<file path="src/rtl/branch_unit_if.sv">
// Execute-stage to branch-unit bus: input handshake, operands, flags and registered result.
interface branch_unit_if #(
  parameter int unsigned SIZE = 64
);
  logic            in_valid;
  logic            in_ready;
  logic            is_branch;
  logic            is_jal;
  logic            is_jalr;
  logic [2:0]      funct3;
  logic            EQ;
  logic            GT_SN;
  logic            LT_SN;
  logic            GT_UN;
  logic            LT_UN;
  logic [SIZE-1:0] pc;
  logic [SIZE-1:0] imm;
  logic [SIZE-1:0] alu_res;
  logic            out_valid;
  logic            out_ready;
  logic            taken;
  logic            misaligned;
  logic            illegal;
  logic [SIZE-1:0] target;
  logic [SIZE-1:0] link;
  logic            redirect;

  // Producer/consumer side that drives the operands and accepts the result.
  modport master (
    output in_valid, is_branch, is_jal, is_jalr, funct3,
           EQ, GT_SN, LT_SN, GT_UN, LT_UN, pc, imm, alu_res, out_ready,
    input  in_ready, out_valid, taken, misaligned, illegal, target, link, redirect
  );

  // Branch unit side.
  modport slave (
    input  in_valid, is_branch, is_jal, is_jalr, funct3,
           EQ, GT_SN, LT_SN, GT_UN, LT_UN, pc, imm, alu_res, out_ready,
    output in_ready, out_valid, taken, misaligned, illegal, target, link, redirect
  );
endinterface

</file>
<file path="src/rtl/branch_unit.sv">
// Branch resolution unit: evaluates branch/JAL/JALR, registers the decision in a
// single-entry pipeline register and discards wrong-path inputs after a redirect.
module branch_unit #(
  parameter int unsigned SIZE       = 64,
  parameter int unsigned SHADOW_LEN = 2
) (
  input logic         clk,
  input logic         rst_n,
  branch_unit_if.slave bu
);

  localparam int unsigned CNT_W = (SHADOW_LEN == 0) ? 1 : $clog2(SHADOW_LEN + 1);
  localparam logic [CNT_W-1:0] CNT_INIT = CNT_W'(SHADOW_LEN);

  typedef enum logic {NORMAL, SHADOW} state_t;

  typedef struct packed {
    logic            taken;
    logic            misaligned;
    logic            illegal;
    logic [SIZE-1:0] target;
    logic [SIZE-1:0] link;
  } result_t;

  state_t           state_q, state_d;
  logic [CNT_W-1:0] cnt_q, cnt_d;
  result_t          res_q, res_d;
  logic             out_valid_q;

  logic             br_cond_c;
  logic             br_illegal_c;
  logic             cond_c;
  logic [SIZE-1:0]  tgt_c;
  logic             accept_c;
  logic             load_c;
  logic             in_ready_c;

  // GT flags are redundant with EQ/LT, and bit 0 of a JALR sum is always cleared.
  logic unused_inputs;
  assign unused_inputs = ^{bu.GT_SN, bu.GT_UN, bu.alu_res[0]};

  // Condition decode and target/link computation for the incoming instruction.
  always_comb begin
    br_cond_c    = 1'b0;
    br_illegal_c = 1'b0;
    case (bu.funct3)
      3'b000:         br_cond_c    = bu.EQ;
      3'b001:         br_cond_c    = ~bu.EQ;
      3'b100:         br_cond_c    = bu.LT_SN;
      3'b101:         br_cond_c    = ~bu.LT_SN;
      3'b110:         br_cond_c    = bu.LT_UN;
      3'b111:         br_cond_c    = ~bu.LT_UN;
      default:        br_illegal_c = 1'b1;
    endcase

    cond_c = bu.is_jal | bu.is_jalr | (bu.is_branch & br_cond_c);
    tgt_c  = bu.is_jalr ? {bu.alu_res[SIZE-1:1], 1'b0} : bu.pc + bu.imm;

    res_d.illegal    = bu.is_branch & br_illegal_c;
    res_d.misaligned = cond_c & (tgt_c[1:0] != 2'b00);
    res_d.taken      = cond_c & (tgt_c[1:0] == 2'b00);
    res_d.target     = tgt_c;
    res_d.link       = bu.pc + SIZE'(4);
  end

  // Handshake: SHADOW always swallows inputs; NORMAL has full-throughput backpressure.
  assign in_ready_c = (state_q == SHADOW) | ~out_valid_q | bu.out_ready;
  assign accept_c   = bu.in_valid & in_ready_c;
  assign load_c     = accept_c & (state_q == NORMAL);

  // Next-state logic for the wrong-path shadow after a taken result.
  always_comb begin
    state_d = state_q;
    cnt_d   = cnt_q;
    case (state_q)
      NORMAL: begin
        if (load_c && res_d.taken && (SHADOW_LEN != 0)) begin
          state_d = SHADOW;
          cnt_d   = CNT_INIT;
        end
      end
      SHADOW: begin
        if (accept_c) begin
          if (cnt_q <= CNT_W'(1)) begin
            state_d = NORMAL;
            cnt_d   = '0;
          end else begin
            cnt_d = cnt_q - CNT_W'(1);
          end
        end
      end
      default: begin
        state_d = NORMAL;
        cnt_d   = '0;
      end
    endcase
  end

  // FSM state and shadow counter.
  always_ff @(posedge clk or negedge rst_n) begin
    if (!rst_n) begin
      state_q <= NORMAL;
      cnt_q   <= '0;
    end else begin
      state_q <= state_d;
      cnt_q   <= cnt_d;
    end
  end

  // Single-entry result register; a same-cycle consume and load replaces the entry.
  always_ff @(posedge clk or negedge rst_n) begin
    if (!rst_n) begin
      out_valid_q <= 1'b0;
      res_q       <= '0;
    end else begin
      if (load_c) begin
        out_valid_q <= 1'b1;
        res_q       <= res_d;
      end else if (bu.out_ready) begin
        out_valid_q <= 1'b0;
      end
    end
  end

  assign bu.in_ready   = in_ready_c;
  assign bu.out_valid  = out_valid_q;
  assign bu.taken      = res_q.taken;
  assign bu.misaligned = res_q.misaligned;
  assign bu.illegal    = res_q.illegal;
  assign bu.target     = res_q.target;
  assign bu.link       = res_q.link;
  assign bu.redirect   = out_valid_q & bu.out_ready & res_q.taken;

endmodule

</file>
<file path="src/flat_wrapper.sv">
// flat-port wrapper written by rule: the top's interface ports become plain ports
module branch_unit_flat 
#(
  parameter int unsigned SIZE       = 64,
  parameter int unsigned SHADOW_LEN = 2
)
  (clk, rst_n, bu_in_valid, bu_is_branch, bu_is_jal, bu_is_jalr, bu_funct3, bu_EQ, bu_GT_SN, bu_LT_SN, bu_GT_UN, bu_LT_UN, bu_pc, bu_imm, bu_alu_res, bu_out_ready, bu_in_ready, bu_out_valid, bu_taken, bu_misaligned, bu_illegal, bu_target, bu_link, bu_redirect);
  branch_unit_if #(.SIZE(SIZE)) bu_i ();
  input logic clk;
  input logic rst_n;
  input wire logic [$bits(bu_i.in_valid)-1:0] bu_in_valid;
  input wire logic [$bits(bu_i.is_branch)-1:0] bu_is_branch;
  input wire logic [$bits(bu_i.is_jal)-1:0] bu_is_jal;
  input wire logic [$bits(bu_i.is_jalr)-1:0] bu_is_jalr;
  input wire logic [$bits(bu_i.funct3)-1:0] bu_funct3;
  input wire logic [$bits(bu_i.EQ)-1:0] bu_EQ;
  input wire logic [$bits(bu_i.GT_SN)-1:0] bu_GT_SN;
  input wire logic [$bits(bu_i.LT_SN)-1:0] bu_LT_SN;
  input wire logic [$bits(bu_i.GT_UN)-1:0] bu_GT_UN;
  input wire logic [$bits(bu_i.LT_UN)-1:0] bu_LT_UN;
  input wire logic [$bits(bu_i.pc)-1:0] bu_pc;
  input wire logic [$bits(bu_i.imm)-1:0] bu_imm;
  input wire logic [$bits(bu_i.alu_res)-1:0] bu_alu_res;
  input wire logic [$bits(bu_i.out_ready)-1:0] bu_out_ready;
  output wire logic [$bits(bu_i.in_ready)-1:0] bu_in_ready;
  output wire logic [$bits(bu_i.out_valid)-1:0] bu_out_valid;
  output wire logic [$bits(bu_i.taken)-1:0] bu_taken;
  output wire logic [$bits(bu_i.misaligned)-1:0] bu_misaligned;
  output wire logic [$bits(bu_i.illegal)-1:0] bu_illegal;
  output wire logic [$bits(bu_i.target)-1:0] bu_target;
  output wire logic [$bits(bu_i.link)-1:0] bu_link;
  output wire logic [$bits(bu_i.redirect)-1:0] bu_redirect;
  assign bu_i.in_valid = bu_in_valid;
  assign bu_i.is_branch = bu_is_branch;
  assign bu_i.is_jal = bu_is_jal;
  assign bu_i.is_jalr = bu_is_jalr;
  assign bu_i.funct3 = bu_funct3;
  assign bu_i.EQ = bu_EQ;
  assign bu_i.GT_SN = bu_GT_SN;
  assign bu_i.LT_SN = bu_LT_SN;
  assign bu_i.GT_UN = bu_GT_UN;
  assign bu_i.LT_UN = bu_LT_UN;
  assign bu_i.pc = bu_pc;
  assign bu_i.imm = bu_imm;
  assign bu_i.alu_res = bu_alu_res;
  assign bu_i.out_ready = bu_out_ready;
  assign bu_in_ready = bu_i.in_ready;
  assign bu_out_valid = bu_i.out_valid;
  assign bu_taken = bu_i.taken;
  assign bu_misaligned = bu_i.misaligned;
  assign bu_illegal = bu_i.illegal;
  assign bu_target = bu_i.target;
  assign bu_link = bu_i.link;
  assign bu_redirect = bu_i.redirect;
  branch_unit #(.SIZE(SIZE), .SHADOW_LEN(SHADOW_LEN)) u_core (.clk(clk), .rst_n(rst_n), .bu(bu_i));
endmodule
</file>
<file path="config.mk">
export PLATFORM = sky130hd
export DESIGN_NAME = branch_unit_flat
export DESIGN_NICKNAME = d
export VERILOG_FILES = /design/src/rtl/branch_unit_if.sv /design/src/rtl/branch_unit.sv /design/src/flat_wrapper.sv
export SDC_FILE = /design/constraint.sdc
export NUM_CORES = 1
export LEC_CHECK = 0
export CAP_MARGIN = 20
export CORE_ASPECT_RATIO = 0.9
export CORE_MARGIN = 2
export CORE_UTILIZATION = 51
export CTS_CLUSTER_DIAMETER = 80
export DETAILED_ROUTE_END_ITERATION = 7
export PLACE_DENSITY = 0.93
export REMOVE_ABC_BUFFERS = 1
export SETUP_SLACK_MARGIN = 0.15
export SLEW_MARGIN = 10
export SYNTH_ARGS = -nofsm -noshare
export SYNTH_HDL_FRONTEND = slang
export SYNTH_SLANG_ARGS = --single-unit
</file>
<file path="constraint.sdc">
create_clock -name clk -period 2.85 [get_ports clk]
set_input_delay 0.57 -clock clk [delete_from_list [all_inputs] [get_ports clk]]
set_output_delay 0.57 -clock clk [all_outputs]
set_load 0.01 [all_outputs]
</file>
==> out/results.tsv, run 1 <==
stage	metric	value	unit
clock_network	clockBufferDepth	2	
global_routing	grt_overflow	982	
logic_synthesis	ys_warn_count	0	
placed_design	portBuffers	337	
placed_design	globalplace.congestion	1.013	
logic_synthesis	yosysSeqAreaShare	0.3293	
logic_synthesis	ys.flop_type	dfrtp_1	
global_routing	grt_max_degree	81	
logic_synthesis	synth-edff-count	0	
logic_synthesis	async_reset_ff_frac	1.000	
placed_design	dp.cells	2116	
die	die_y	138.5	um
logic_synthesis	synth-seq-cells	135	
run_status	error	[ERROR GRT-0232] Routing congestion too high. Check the congestion heatmap in the GUI.	
logic_synthesis	synthDistinctLibCells	67	
clock_network	cts-buffers-inserted	17	
run_status	stop_stage	global routing (5_1_grt)	
logic_synthesis	synth_area	0.01026	sq mm
clock_network	htree_levels	4	
global_routing	grt_use_total	0.9385	
die	die_w	153.5	um
die	row_count	49	
clock_network	cts-root-buf	clkbuf_16	
placed_design	hpwl	35.22	mm
clock_network	clkSinkCount	135	
die	initial_utilization	0.5164	
run_status	status	aborted with a tool error	
logic_synthesis	postSynthCellCount	1292	
die	pin_count	341	
logic_synthesis	syn_area_per_cell	7.939	sq um
placed_design	pre_cts_slack	-1.442	ns
==> cells in the mapped netlist, types with 6 or more instances <==
cell / count / area [sq um]
xnor2_1: 56 / 490.5
mux2i_1: 8 / 80.08
nand2b_1: 7 / 43.79
xor2_1: 64 / 560.5
o21a_1: 16 / 120.1
nand3b_1: 6 / 45.04
ha_1: 64 / 800.8
and3_1: 19 / 118.9
a21o_1: 38 / 285.3
nand3_1: 52 / 260.3
clkbuf_1: 64 / 240.2
a31oi_1: 9 / 56.30
o21ai_0: 150 / 750.7
a21oi_1: 125 / 625.6
o21bai_1: 15 / 112.6
nand4_1: 29 / 181.4
a211oi_1: 6 / 45.04
nor3_1: 14 / 70.07
inv_1: 20 / 75.07
nor2_1: 98 / 367.9
nand2_1: 205 / 769.5
dfrtp_1: 135 / 3378
o31ai_1: 7 / 52.55
==> kinds of logic after synthesis <==
family                   synth area share
AO/OA/AOI/OAI                      0.2420
adder cells (fa/ha/maj)           0.08002
buffers and inverters             0.03476
flip-flops                         0.3293
XOR/XNOR                           0.1025
multiplexers                     0.007807
AND/OR/NAND/NOR                    0.2036
==> layer usage <==
metal | track usage | overflow
met2 | 1.133 | 667
met3 | 0.7678 | 6
met1 | 0.8841 | 8
met5 | 0.3129 | 0
met4 | 1.065 | 301
==> stage by stage <==
stage,instance area [sq um],utilization
detailed placement,16060,0.8086
floorplan,9976,-
global placement,16060,0.8086
CTS,18140,0.9133
==> what timing repair did <==
item / 4_1_cts
pin swaps: 139
endpoints found under the setup margin: 78
setup buffers: 60
hold buffers: 0
gates cloned: 0
gates resized for setup: 435
==> run 2: changes to the inputs <==
CORE_ASPECT_RATIO = unset   (was 0.9)
CORE_UTILIZATION = 40   (was 51)
CTS_CLUSTER_DIAMETER = unset   (was 80)
PLACE_DENSITY = unset   (was 0.93)
PLACE_DENSITY_LB_ADDON = 0.15   (was unset)
SETUP_SLACK_MARGIN = unset   (was 0.15)
==> run 2 against run 1 <==
The flow now finishes, with violations (setup timing). Area after synthesis stayed put. Synthesized cell count unchanged.
==> out/results.tsv, run 2 <==
stage	metric	value	unit	change
timing	setup_viol	24		
timing	rsz0062_at_grt	yes		
timing	slew-limit-headroom	0.6308		
timing	finalHoldViolations	0		
logic_synthesis	yosysSeqAreaShare	0.3293		unchanged
logic_synthesis	synthDistinctLibCells	67		unchanged
power_and_ir_drop	swShare	0.3765		
logic_synthesis	yosysTopAreaCellShare	0.3293		unchanged
timing	fin_setup_tns	-5.989	ns	
worst_setup_path	crit_type	input port to register		
global_routing	grt_pass1_wl	62.91	mm	
power_and_ir_drop	p_int	7.276	mW	
logic_synthesis	postSynthCellCount	1292		unchanged
cells_and_area	final_common_cell	buf_4		
detailed_routing	vias_per_cell	5.367		
logic_synthesis	yosysMostFrequentCell	nand2_1		unchanged
global_routing	grt_use_total	0.2995		
global_routing	grt_overflow	0		
detailed_routing	wire_per_inst	18.51	um	
global_routing	grt_pass1_vias	11820		
logic_synthesis	synth_area	0.01026	sq mm	unchanged
detailed_routing	first_iter_violations	783		
timing	worst_pin_slew	0.5538	ns	
timing	timing.final.ws_setup	-0.4679	ns	
worst_setup_path	worst_r2r_path_depth	6		
power_and_ir_drop	power_switching	4.393	mW	
run_status	violations	setup timing		
timing	fin_crit_sh	1.164		
timing	timing.hold.ws	0.08037	ns	
global_routing	antenna_found_initial	4		
logic_synthesis	synth-seq-cells	135		unchanged
worst_setup_path	worstPathRequired	3.16	ns	
power_and_ir_drop	vdd_drop_max	0.3798	mV	
flow_run	maxCapViolations	0		
clock_network	clock_latency	0.43	ns	
run_status	status	complete, but fails checks		was aborted with a tool error
power_and_ir_drop	combPwrFrac	0.519		
timing	fin_skew	0.01227	ns	
global_routing	grt_max_degree	106		
clock_network	cts.clk_slew.worst_paths	0.07	ns	
detailed_routing	postRouteWirelength	42.18	mm	
worst_setup_path	end_kind	register		
die	die_y	164.1	um	was 138.5 um
min_path	hold_class	input port to asynchronous set/reset pin		
die	die_w	164.1	um	was 153.5 um
worst_setup_path	ff2ff_setup_slack	1.19	ns	
worst_setup_path	worst_ep_arrival_time	3.63	ns	
logic_synthesis	ys.flop_type	dfrtp_1		unchanged
placed_design	pre_cts_slack	-1.386	ns	was -1.442 ns
detailed_routing	drtAntennaViolNets	0		
clock_network	clkSinkCount	135		unchanged
logic_synthesis	synthTopCellsByArea	dfrtp_1, ha_1, nand2_1		unchanged
clock_network	htree_levels	4		unchanged
clock_network	clockBufferDepth	2		unchanged
cells_and_area	fin_nets	2205		
power_and_ir_drop	power_density	641.9	mW/mm^2	
power_and_ir_drop	pwr-share-clk	0.189		
power_and_ir_drop	sequentialPowerShare	0.291		
clock_network	cts_tree	done		
power_and_ir_drop	p_leak	8.084	nW	
logic_synthesis	syn_area_per_cell	7.939	sq um	unchanged
logic_synthesis	synth-edff-count	0		unchanged
logic_synthesis	synth_top_cell_by_area	dfrtp_1		unchanged
detailed_routing	drt-pass1-iter-count	5		
clock_network	cts-root-buf	clkbuf_16		unchanged
timing	max_freq	0.3014	GHz	
placed_design	globalplace.congestion	0.9003		was 1.013
worst_setup_path	regToRegStartpoint	u_core.state_q$_DFF_PN0_		
timing	finalMaxSlewViolations	0		
timing	fin_crit	3.318	ns	
cells_and_area	area_growth	77.21	%	
detailed_routing	drc	0		
logic_synthesis	synth_common_cells	nand2_1, o21ai_0, dfrtp_1		unchanged
die	core	0.02518	sq mm	
die	die-area	0.02694	sq mm	
worst_setup_path	critPathMaxFanout	3		
placed_design	hpwl	31.28	mm	was 35.22 mm
die	row_count	58		was 49
logic_synthesis	ys_warn_count	0		unchanged
cells_and_area	final_cell_mix	buf_4, clkdlybuf4s50_1, nand2_1, dfrtp_1, o21ai_0		
logic_synthesis	async_reset_ff_frac	1.000		unchanged
cells_and_area	drive_above_1_share	0.3011		
worst_setup_path	startpoint_type	input port		
clock_network	cts-buffers-inserted	17		unchanged
cells_and_area	postLayoutCoreUtil	0.7219		
detailed_routing	vias	12230		
die	initial_utilization	0.4073		was 0.5164
worst_setup_path	r2r_end	u_core.bu.target[22]$_DFFE_PN0P_		
die	pin_count	341		unchanged
placed_design	portBuffers	337		unchanged
==> run 2: metrics by stage <==
step	cells	power, mW	instance area (sq um)
6_report	2279	11.67	18180
5_1_grt	2278	12.35	18170
4_1_cts	2248	11.43	17550
3_5_place_dp	2197	9.002	16150
3_3_place_gp	2197	8.889	16150
2_1_floorplan	1219	5.609	9976
==> run 2: power groups by stage <==
stage	clock (mW)	combinational (mW)	sequential [mW]
floorplan	0	1.82	3.79
CTS	2.23	5.81	3.39
finish	2.21	6.06	3.40
global placement	0	5.50	3.39
global route	2.31	6.53	3.51
detailed placement	0	5.59	3.42
==> run 2: how the worst max path moves through the flow <==
stage	startpoint	end
floorplan	bu_out_ready	u_core.bu.target[56]$_DFFE_PN0P_
global placement	bu_pc[0]	u_core.bu.target[58]$_DFFE_PN0P_
detailed placement	bu_pc[0]	u_core.bu.target[62]$_DFFE_PN0P_
CTS	bu_pc[0]	u_core.bu.target[62]$_DFFE_PN0P_
global route	bu_imm[33]	u_core.bu.target[60]$_DFFE_PN0P_
finish	bu_pc[0]	u_core.bu.target[38]$_DFFE_PN0P_
==> run 2: final cells by class <==
class                           count  area, sq um
Fill cell                        1968         7004
Clock inverter                     15        132.6
Antenna cell                        3        7.507
Timing Repair Buffer              695         6075
Inverter                           20        75.07
Clock buffer                       17        425.4
Multi-Input combinational cell   1064         7671
Sequential cell                   135         3378
Tap cell                          330        412.9
==> run 2: repair_timing <==
action | CTS | global route
hold buffers | 0 | 0
pin swaps | 78 | 99
buffers inserted | 21 | 33
resized for setup | 208 | 197
setup endpoints to repair | 64 | 51
endpoints found under the hold margin | 0 | 0
==> run 2: critical path: stages <==
cell and delay (ns):
buf_6 0.10, ha_4 0.15, fa_2 0.37, a21o_1 0.24, a221oi_4 0.34, a211oi_2 0.12, or2_4 0.28, a211o_1 0.30
a221o_2 0.45, a31oi_4 0.22, buf_6 0.12, xor2_1 0.14, nor2_1 0.05, a21oi_1 0.12, o21ai_1 0.06
==> run 2: routing by layer <==
| layer | wire [um] | GRT usage | vias up |
|---|---|---|---|
| li1 | - | - | 5869 |
| met1 | 17940 | 0.3912 | 5799 |
| met2 | 20080 | 0.4916 | 477 |
| met3 | 2798 | 0.05000 | 85 |
| met4 | 1350 | 0.1220 | 2 |
| met5 | 12 | 0 | - |
==> run 2: cell families after synthesis <==
group | after synthesis | share of synthesized area
buf+inv | 93 | 0.03476
compound gates | 411 | 0.2420
mux | 8 | 0.007807
xor+xnor | 120 | 0.1025
fa+ha+maj | 65 | 0.08002
simple gates | 460 | 0.2036
flops | 135 | 0.3293
Power figures use the tool's default switching activity.
==> run 3: changes to the inputs <==
CORE_MARGIN = 8   (was 2)
GPL_ROUTABILITY_DRIVEN = 0   (was unset)
==> run 3 against run 2 <==
The run still ends with setup timing left. Final area up 1.3%. Critical endpoint is now u_core.bu.target[58]$_DFFE_PN0P_. Largest power group unchanged. Cell count up 0.75%. Sequential power about the same.
==> out/results.tsv, run 3 (same netlist as run 2, synthesis figures left out) <==
stage	metric	value	unit	change
run_status	status	complete, but fails checks		unchanged
run_status	violations	setup timing		unchanged
min_path	hold_class	input port to asynchronous set/reset pin		unchanged
flow_run	maxCapViolations	0		unchanged
worst_setup_path	r2r_end	u_core.bu.target[58]$_DFFE_PN0P_		was u_core.bu.target[22]$_DFFE_PN0P_
worst_setup_path	worst_r2r_path_depth	4		was 6
worst_setup_path	critPathSlowestCell	a221o_2		unchanged
timing	fin_crit	3.364	ns	was 3.318 ns
cells_and_area	multiInputGateArea	0.007757	sq mm	was 0.007671 sq mm
global_routing	grt_overflow	0		unchanged
global_routing	antenna_found_initial	10		was 4
cells_and_area	final_common_cell	buf_4		unchanged
global_routing	top_usage_layer	met2		unchanged
worst_setup_path	max_stage_delay	0.45	ns	about the same
power_and_ir_drop	power	11.77	mW	was 11.67 mW
worst_setup_path	crit_family	compound AO/OA/AOI/OAI gates		unchanged
detailed_routing	drt-pass1-iter-count	8		was 5
global_routing	grt_util_met3	0.05298		was 0.05000
die	die_w	176.1	um	was 164.1 um
timing	worst_pin_slew	0.7026	ns	was 0.5538 ns
global_routing	use_met1	0.3431		was 0.3912
clock_network	clkSinkCount	135		unchanged
detailed_routing	wire_per_inst	19.68	um	was 18.51 um
global_routing	grt_max_degree	101		was 106
worst_setup_path	worstPathRequired	3.19	ns	was 3.16 ns
power_and_ir_drop	vdd_drop_max	0.3720	mV	was 0.3798 mV
cells_and_area	regArea	0.003378	sq mm	unchanged
clock_network	cts.clk_slew.worst_paths	0.07	ns	about the same
clock_network	cts-buffers-inserted	17		unchanged
placed_design	portBuffers	337		unchanged
clock_network	cts-root-buf	clkbuf_16		unchanged
cells_and_area	final_cell_mix	buf_4, clkdlybuf4s50_1, nand2_1, dfrtp_1, o21ai_0		unchanged
placed_design	hpwl	33.53	mm	was 31.28 mm
timing	fin_crit_sh	1.180		was 1.164
timing	fin_skew	0.007710	ns	was 0.01227 ns
timing	finalHoldViolations	0		unchanged
placed_design	placed_area	0.01622	sq mm	was 0.01615 sq mm
timing	setup_viol	34		was 24
clock_network	clockBufferDepth	2		unchanged
die	die-area	0.03102	sq mm	was 0.02694 sq mm
timing	timing.final.ws_setup	-0.5140	ns	was -0.4679 ns
die	die_y	176.1	um	was 164.1 um
detailed_routing	vias_per_cell	5.425		was 5.367
worst_setup_path	crit_chain	buf_8, ha_4, fa_2, a21o_1, a221oi_4, a211oi_2, or2_1, a211o_1, a221o_2, a21oi_4, o21ai_4, a31o_1, xnor2_1, o22ai_1		was buf_6, ha_4, fa_2, a21o_1, a221oi_4, a211oi_2, or2_4, a211o_1, a221o_2, a31oi_4, buf_6, xor2_1, nor2_1, a21oi_1, o21ai_1
die	row_count	58		unchanged
worst_setup_path	ff2ff_setup_slack	0.86	ns	was 1.19 ns
power_and_ir_drop	power_density	639.3	mW/mm^2	was 641.9 mW/mm^2
worst_setup_path	crit_type	input port to register		unchanged
cells_and_area	finish.instance_area	0.01841	sq mm	was 0.01818 sq mm
detailed_routing	vias	12460		was 12230
detailed_routing	first_iter_violations	948		was 783
die	core	0.02518	sq mm	unchanged
clock_network	cts_tree	done		unchanged
cells_and_area	drive_above_1_share	0.3032		was 0.3011
global_routing	grt_use_met2	0.4567		was 0.4916
worst_setup_path	startpoint_type	input port		unchanged
worst_setup_path	critPathMaxFanout	4		was 3
cells_and_area	area_growth	79.45	%	was 77.21%
worst_setup_path	end_kind	register		unchanged
timing	slew-limit-headroom	0.5273		was 0.6308
timing	max_freq	0.2973	GHz	was 0.3014 GHz
power_and_ir_drop	p_leak	8.180	nW	was 8.084 nW
clock_network	holdBufCountCts	0		unchanged
worst_setup_path	regToRegStartpoint	u_core.bu.out_valid$_DFFE_PN0P_		was u_core.state_q$_DFF_PN0_
global_routing	grt_pass1_vias	12440		was 11820
detailed_routing	postRouteWirelength	45.19	mm	was 42.18 mm
clock_network	htree_levels	4		unchanged
timing	rsz0062_at_grt	yes		unchanged
detailed_routing	drtAntennaViolNets	0		unchanged
cells_and_area	nFillCells	1822		was 1968
global_routing	grt_use_total	0.2732		was 0.2995
timing	finalMaxSlewViolations	0		unchanged
worst_setup_path	crit_start	bu_pc[0]		unchanged
die	initial_utilization	0.4073		unchanged
worst_setup_path	crit_buf_inv	1		was 2
clock_network	clock_latency	0.44	ns	was 0.43 ns
die	pin_count	341		unchanged
global_routing	grt_pass1_wl	67.54	mm	was 62.91 mm
detailed_routing	drc	0		unchanged
worst_setup_path	worst_ep_arrival_time	3.70	ns	was 3.63 ns
cells_and_area	fin_nets	2218		was 2205
run 3: cell count changes in the layout (fill, tap and decap cells not counted), moves of 7 or more:
cell	delta
dlygate4sd2_1	+8
a21oi_2	+7
o21ai_0	-12
buf_6	-7
clkdlybuf4s15_1	+7
buf_4	+11
clkbuf_2	-14
o21ai_1	+10
run 3: final cells by class:
| type | instances | area share |
|---|---|---|
| Antenna cell | 7 | 0.0009517 |
| Clock buffer | 19 | 0.02406 |
| Clock inverter | 13 | 0.005370 |
| Inverter | 20 | 0.004079 |
| Multi-Input combinational cell | 1064 | 0.4215 |
| Sequential cell | 135 | 0.1835 |
| Tap cell | 330 | 0.02243 |
| Timing Repair Buffer | 708 | 0.3381 |
run 3: what timing repair did:
action	CTS	global route
resized for setup	249	142
buffers inserted	28	32
pin swaps	91	105
setup endpoints to repair	66	49
run 3: per-stage QoR:
step / setup WS (ns) / hold slack [ns] / setup TNS [ns] / instances / utilization
after floorplan: -3.004 / 0.2744 / -299.70 / 1219 / -
after global placement: -1.337 / 0.4500 / -62.07 / 2205 / 0.6442
after detailed placement: -1.398 / 0.4598 / -67.45 / 2205 / 0.6442
after CTS: -0.4472 / 0.07989 / -5.178 / 2264 / 0.7059
after global routing: -0.5962 / 0.09454 / -12.42 / 2296 / 0.7309
final: -0.5140 / 0.07161 / -8.776 / 2296 / 0.7309
run 3: per-layer routing:
layer / share of wire / vias up
met1: 0.42 / 5920
met4: 0.031 / 4
met2: 0.48 / 518
met3: 0.072 / 104
li1: - / 5909
met5: 0.00049 / -
run 3: worst max-delay path by stage:
| stage | cells past startpoint | endpoint | slack (ns) |
|---|---|---|---|
| global route | 14 | u_core.bu.target[38]$_DFFE_PN0P_ | -0.60 |
| floorplan | 4 | u_core.bu.target[56]$_DFFE_PN0P_ | -3.00 |
| global placement | 14 | u_core.bu.target[58]$_DFFE_PN0P_ | -1.34 |
| finish | 14 | u_core.bu.target[58]$_DFFE_PN0P_ | -0.51 |
| detailed placement | 14 | u_core.bu.target[62]$_DFFE_PN0P_ | -1.40 |
| CTS | 14 | u_core.bu.target[62]$_DFFE_PN0P_ | -0.45 |
run 3: power breakdown:
part / total (mW) / internal [mW] / switching [mW] / leakage (nW)
Combinational: 6.21 / 3.32 / 2.88 / 6.27
Clock: 2.16 / 1.15 / 1.02 / 0.254
Sequential: 3.40 / 2.84 / 0.555 / 1.65
==> run 4: changes to the inputs <==
CTS_CLUSTER_SIZE = 14   (was unset)
==> results of run 4 <==
Same layout as run 3: the final DEF is identical, and so are final timing and power.
